[config.mk]
export PLATFORM = sky130hd
export DESIGN_NAME = dmem_byte_loader
export DESIGN_NICKNAME = d
export VERILOG_FILES = /design/src/rtl/dmem_byte_loader.sv
export SDC_FILE = /design/constraint.sdc
export NUM_CORES = 1
export LEC_CHECK = 0
export ABC_AREA = 1
export BUFFER_PORTS_ARGS = -buffer_cell sky130_fd_sc_hd__buf_2
export CORE_ASPECT_RATIO = 0.75
export CORE_MARGIN = 3
export CORE_UTILIZATION = 49
export DETAILED_ROUTE_END_ITERATION = 8
export HOLD_SLACK_MARGIN = 0.06
export MAX_ROUTING_LAYER = met4
export PLACE_DENSITY = 0.88
export SLEW_MARGIN = 20
export SYNTH_ARGS = -nofsm -noshare
export SYNTH_HDL_FRONTEND = slang
export SYNTH_SLANG_ARGS = --single-unit
export TNS_END_PERCENT = 1
[constraint.sdc]
create_clock -name clk -period 1.8 [get_ports clk]
set_input_delay 0.54 -clock clk [delete_from_list [all_inputs] [get_ports clk]]
set_output_delay 0.54 -clock clk [all_outputs]
set_load 0.01 [all_outputs]
[src/rtl/dmem_byte_loader.sv]
// Board-side data-memory writer: assembles a 32-bit word from four switch bytes,
// freezes the CPU through a hold handshake, writes once, then advances the address.
module dmem_byte_loader #(
    parameter int ADDR_W = 6,
    parameter int DATA_W = 32
) (
    input  logic              clk,
    input  logic              rst,
    input  logic              btn_byte,
    input  logic              btn_addr,
    input  logic [7:0]        sw_data,
    input  logic [ADDR_W-1:0] sw_addr,
    input  logic              hold_ack,
    output logic              hold_req,
    output logic              mem_we,
    output logic [ADDR_W-1:0] mem_addr,
    output logic [DATA_W-1:0] mem_wdata,
    output logic [1:0]        byte_cnt,
    output logic              busy
);

    typedef enum logic [1:0] {
        IDLE    = 2'd0,
        REQ     = 2'd1,
        WRITE   = 2'd2,
        RELEASE = 2'd3
    } state_t;

    state_t            state_reg, state_next;
    logic              byte_prev_reg, addr_prev_reg;
    logic [ADDR_W-1:0] addr_reg, addr_next;
    logic [DATA_W-1:0] wdata_reg, wdata_next;
    logic [1:0]        cnt_reg, cnt_next;
    logic              byte_edge, addr_edge;

    // Prev copies track the buttons in every state so a press made while busy
    // cannot resurface as an edge once the block returns to IDLE.
    assign byte_edge = btn_byte & ~byte_prev_reg;
    assign addr_edge = btn_addr & ~addr_prev_reg;

    always_ff @(posedge clk) begin
        if (rst) begin
            state_reg     <= IDLE;
            byte_prev_reg <= 1'b0;
            addr_prev_reg <= 1'b0;
            addr_reg      <= '0;
            wdata_reg     <= '0;
            cnt_reg       <= 2'd0;
        end else begin
            state_reg     <= state_next;
            byte_prev_reg <= btn_byte;
            addr_prev_reg <= btn_addr;
            addr_reg      <= addr_next;
            wdata_reg     <= wdata_next;
            cnt_reg       <= cnt_next;
        end
    end

    always_comb begin
        state_next = state_reg;
        addr_next  = addr_reg;
        wdata_next = wdata_reg;
        cnt_next   = cnt_reg;
        case (state_reg)
            IDLE: begin
                // Address load has priority; a simultaneous byte is dropped.
                if (addr_edge) begin
                    addr_next = sw_addr;
                    cnt_next  = 2'd0;
                end else if (byte_edge) begin
                    wdata_next = {wdata_reg[DATA_W-9:0], sw_data};
                    if (cnt_reg == 2'd3) begin
                        cnt_next   = 2'd0;
                        state_next = REQ;
                    end else begin
                        cnt_next = cnt_reg + 2'd1;
                    end
                end
            end
            REQ: begin
                if (hold_ack) state_next = WRITE;
            end
            WRITE: begin
                state_next = RELEASE;
            end
            RELEASE: begin
                if (!hold_ack) begin
                    addr_next  = addr_reg + ADDR_W'(1);
                    state_next = IDLE;
                end
            end
            default: state_next = IDLE;
        endcase
    end

    assign hold_req  = (state_reg == REQ) || (state_reg == WRITE);
    assign mem_we    = (state_reg == WRITE);
    assign busy      = (state_reg != IDLE);
    assign mem_addr  = addr_reg;
    assign mem_wdata = wdata_reg;
    assign byte_cnt  = cnt_reg;

endmodule

Word-level counts from Yosys, hierarchy flattened:

Cells that the tools add are included.
Widths: inputs -> output; s select.

* input bits: 19
* flip-flop bits (word level): 44
* word-level logic and storage cells: 44
* output and inout bits: 43

* $add $sub $neg: 2
* mux-type cells: 12
* reduce and logical (&&, ||, !) cells: 9
* bitwise logic cells: 5
* equality and inequality tests: 10

Operator list (number)
* $mux 2: 8
* $mux 6: 2
* $ne 2x2->1 const B: 6
* $pmux 6 s2: 1
* $pmux 2 s4: 1
* $add 6x1->6 const B: 1
* $eq 2x2->1 const B: 3
* $reduce_and 3->1: 2
* $reduce_bool 2->1: 3
* $reduce_and 5->1: 1
* $not 1->1: 3
* $add 2x1->2 const B: 1
* $and 1x1->1: 2
* $eq 2x1->1 const B: 1
* $logic_not 2->1: 1
* $reduce_and 2->1: 1
* $logic_or 1x1->1: 1

Logic depth before layout (Yosys ltp):

* word-level depth: 5
* mapped depth: 11
* gate-level depth less buffers: 10

Worst setup path before layout:

OpenSTA, ideal clock, no wires.

* kind: reg-to-output
* start: register state_reg[0]
* end: output port busy
* stages on the path, launching flop included: 4
* path buffers: 0
* data required time: 1260 ps
* setup slack: 501 ps
* arrival: 759 ps
* cells stage by stage: dfxtp_1 inv_1 ha_1 inv_1

* word-level cells in the longest chain between the ends: 1

Ends and longest elaborated chain
* start, declared: line 29 `state_t state_reg, state_next;`
* start signal, assigned: line 50 `state_reg <= state_next;`
* $reduce_bool 2->1: line 98 `assign busy = (state_reg != IDLE);`
* end, declared: line 19 `output logic busy`

No other way between the ends.

Worst setup path in the final report:

* start: register state_reg[1]
* end: output port hold_req

* word-level cells in the longest chain between the ends: 2
* elaborated cells on any way between the ends: 3
* classes of those cells: eq/ne (2); reduce/logical (1)

Ends and longest elaborated chain
* $eq 2x1->1 or $eq 2x2->1 (tied branches): line 96 `assign hold_req = (state_reg == REQ) || (state_reg == WRITE);`
* $logic_or 1x1->1 *: line 96
* end, declared: line 14 `output logic hold_req,`

Mark *: on every way between the ends. The rest lies on a longest branch, timed or not.

==> flow_summary_export.csv <==
group,metric,value,unit
global_routing,grt_pass1_wl,6.520,mm
place,dp_hpwl,2.893,mm
place,gp_congestion,0.8420,
synth,synth_edf_count,0,
status,status,"finished clean",
finish,largest_reg_flops,32,
timing,skew,0.009045,ns
timing,rsz0062_at_grt,"false",
clock_network,h-tree-depth,2,
finish,drive_gt1_frac,0.2834,
clock_network,clk_path_buf_depth,2,
worst_setup_path,worstPathArrival,1.19,ns
power,pwr_density_cell,1262,nW/µm²
worst_setup_path,worst-setup-path-type,"register to output port",
detailed_routing,drcViolationCount,0,
clock_network,clock_latency,0.30,ns
die,die_y,59.29,µm
global_routing,grt.overflow.total,0,
detailed_routing,drtPass1Iterations,4,
timing,setup-violations-final,0,
finish,fin_cells,364,
finish,area_growth,25.22,%
synth,synth-main-ff-cell,"dfxtp_1",
finish,fillers,317,
global_routing,first_global_vias,1440,
worst_setup_path,critPathMaxFanout,4,
run,max-cap-violations,0,
clock_network,hold_buffers,0,
detailed_routing,via_per_inst,4.709,
timing,finalCriticalPeriod,1.728,ns
detailed_routing,via_count,1714,
die,io_pins,62,
detailed_routing,wl_per_cell,10.91,µm
synth,async_reset_ff_frac,0,
finish,fin_util,0.6743,
synth,synth_top_area_share,0.4747,
timing,slew_violations,0,
synth,synth_cells,252,
synth,synth_area_leaders,"dfxtp_1 47%, nor2_1 17%, o21ai_0 11%",
finish,nNetsFinal,339,
power,leakagePower,1.144,nW
timing,finalSetupTns,0,ns
clock_network,cts.sink_count,44,
clock_network,cts_tree,"yes",
global_routing,track_usage,0.1877,
die,rows,18,
timing,fmax,578.7,MHz
synth,synth_most_common_cell,"nor2_1",
synth,syn_area,1856,µm²
finish,multi_input_area,847.1,µm²
global_routing,grt_max_degree,33,
global_routing,antenna_found_initial,0,
timing,finalHoldViolations,0,
die,dieArea,4569,µm²
synth,synth.distinct_cells,23,
synth,yosys-top-cells-count,"84 x nor2_1, 44 x dfxtp_1, 41 x o21ai_0, 23 x nand2_1, 15 x inv_1",
synth,synth_nets,278,
synth,seq_area_frac_synth,0.4747,
place,dp_cells,356,
synth,ys_ff_latch,44,
power,ir_drop,0.0009170,V
worst_setup_path,required,1.26,ns
min_path,hp-class,"input port to register",
finish,diodes,0,
worst_setup_path,worstSetupStartpointType,"register",
clock_network,postCtsSetupBuffers,0,
clock_network,clkTransAtPathRegs,0.08,ns
detailed_routing,drt_iter0_markers,77,
timing,tightest_slew,0.2880,ns
die,die_x,77.06,µm
timing,relSlewSlack,0.8078,
place,port_buffers,61,
clock_network,cts_buffers,5,
synth,synth_top_area_cell,"dfxtp_1",
synth,synth_warnings,0,
detailed_routing,wl,3.970,mm
die,initial_core_util,0.5385,
finish,seqCellArea,885.9,µm²
clock_network,cts-root-buf,"clkbuf_8",
timing,holdWs,0.4484,ns
worst_setup_path,worstSetupEndpointType,"output port",
detailed_routing,ant_nets,0,
die,core_area,3446,µm²
timing,finalCritPeriodShare,0.9600,
synth,syn_area_per_cell,7.363,µm²
layout by cell type (no fill, tap or decap):
| master | synthesis | final |
|---|---|---|
| nand2_2 | 2 | 2 |
| nand3_4 | 1 | 1 |
| dfxtp_4 | 0 | 1 |
| clkinv_4 | 0 | 1 |
| ha_2 | 0 | 1 |
| nand3b_1 | 1 | 1 |
| nor2_4 | 1 | 1 |
| nor2_2 | 2 | 2 |
| o21ai_0 | 41 | 41 |
| dfxtp_2 | 0 | 1 |
| clkbuf_8 | 0 | 5 |
| buf_12 | 0 | 2 |
| o21bai_1 | 1 | 1 |
| nand3_1 | 4 | 4 |
| o21ai_1 | 2 | 2 |
| buf_2 | 3 | 61 |
| a21oi_1 | 8 | 8 |
| ha_1 | 7 | 6 |
| buf_4 | 0 | 2 |
| inv_2 | 2 | 4 |
| clkinvlp_4 | 0 | 2 |
| nor2_1 | 84 | 84 |
| clkinv_2 | 1 | 1 |
| inv_4 | 1 | 1 |
| nand2_4 | 1 | 1 |
| dfxtp_1 | 44 | 42 |
| inv_1 | 15 | 13 |
| nand2_1 | 23 | 23 |
power breakdown:
part	internal (W)	switching (W)	total [W]	leakage (nW)
registers	0.00115	0.000144	0.00130	0.363
logic	0.000411	0.000600	0.00101	0.740
clock network	0.000275	0.000351	0.000625	0.0404
layer usage:
layer,up-vias,track usage,wire length (µm)
met5,-,-,0
met4,0,0.06091,44
met3,5,0.05775,263
met2,58,0.2779,1631
met1,736,0.2469,2032
li1,915,-,-
cell families (layout without fill, tap and decap cells):
kind of cell,count (synthesis),in the layout,synth area share
compound gates,52,52,0.1416
flops,44,44,0.4747
buf+inv,30,92,0.07013
fa+ha+maj,7,7,0.04720
simple gates,119,119,0.2663
critical path, cell delays in order (launching register included):
cell     delay, ns
dfxtp_2       0.38
inv_2         0.07
ha_2          0.32
buf_2         0.12
worst paths after layout:
| check | start | to | slack [ns] | cells after the start |
|---|---|---|---|---|
| worst min register to register | mem_wdata[30] | mem_wdata[30] | 0.48 | 2 |
| worst max register to register | state_reg[0] | mem_wdata[17] | 0.38 | 6 |
| worst max-delay path | state_reg[1] | hold_req | 0.07 | 3 |
| worst min-delay path | btn_addr | addr_prev_reg | 0.45 | 3 |
final cells by class:
| type | instances | share of cell area |
|---|---|---|
| sequential | 44 | 0.3813 |
| clock inverter | 3 | 0.01023 |
| multi-input combinational | 178 | 0.3646 |
| tap | 50 | 0.02693 |
| inverter | 19 | 0.03231 |
| timing repair buffer | 65 | 0.1551 |
| clock buffer | 5 | 0.02962 |
stage by stage:
step / setup slack (ns) / total power, W / instance area [µm²]
floorplan: 0.5005 / 0.001975 / 1856
global placement: 0.3335 / 0.002288 / 2223
detailed placement: 0.2885 / 0.002318 / 2223
CTS: 0.03356 / 0.002959 / 2318
global route: 0.02759 / 0.003173 / 2323
finish: 0.07206 / 0.002932 / 2323
repair_timing:
action,in CTS,in global routing
cloned,0,0
endpoints found under the setup margin,1,2
gates resized for setup,2,4
Power figures use the tool's default switching activity.
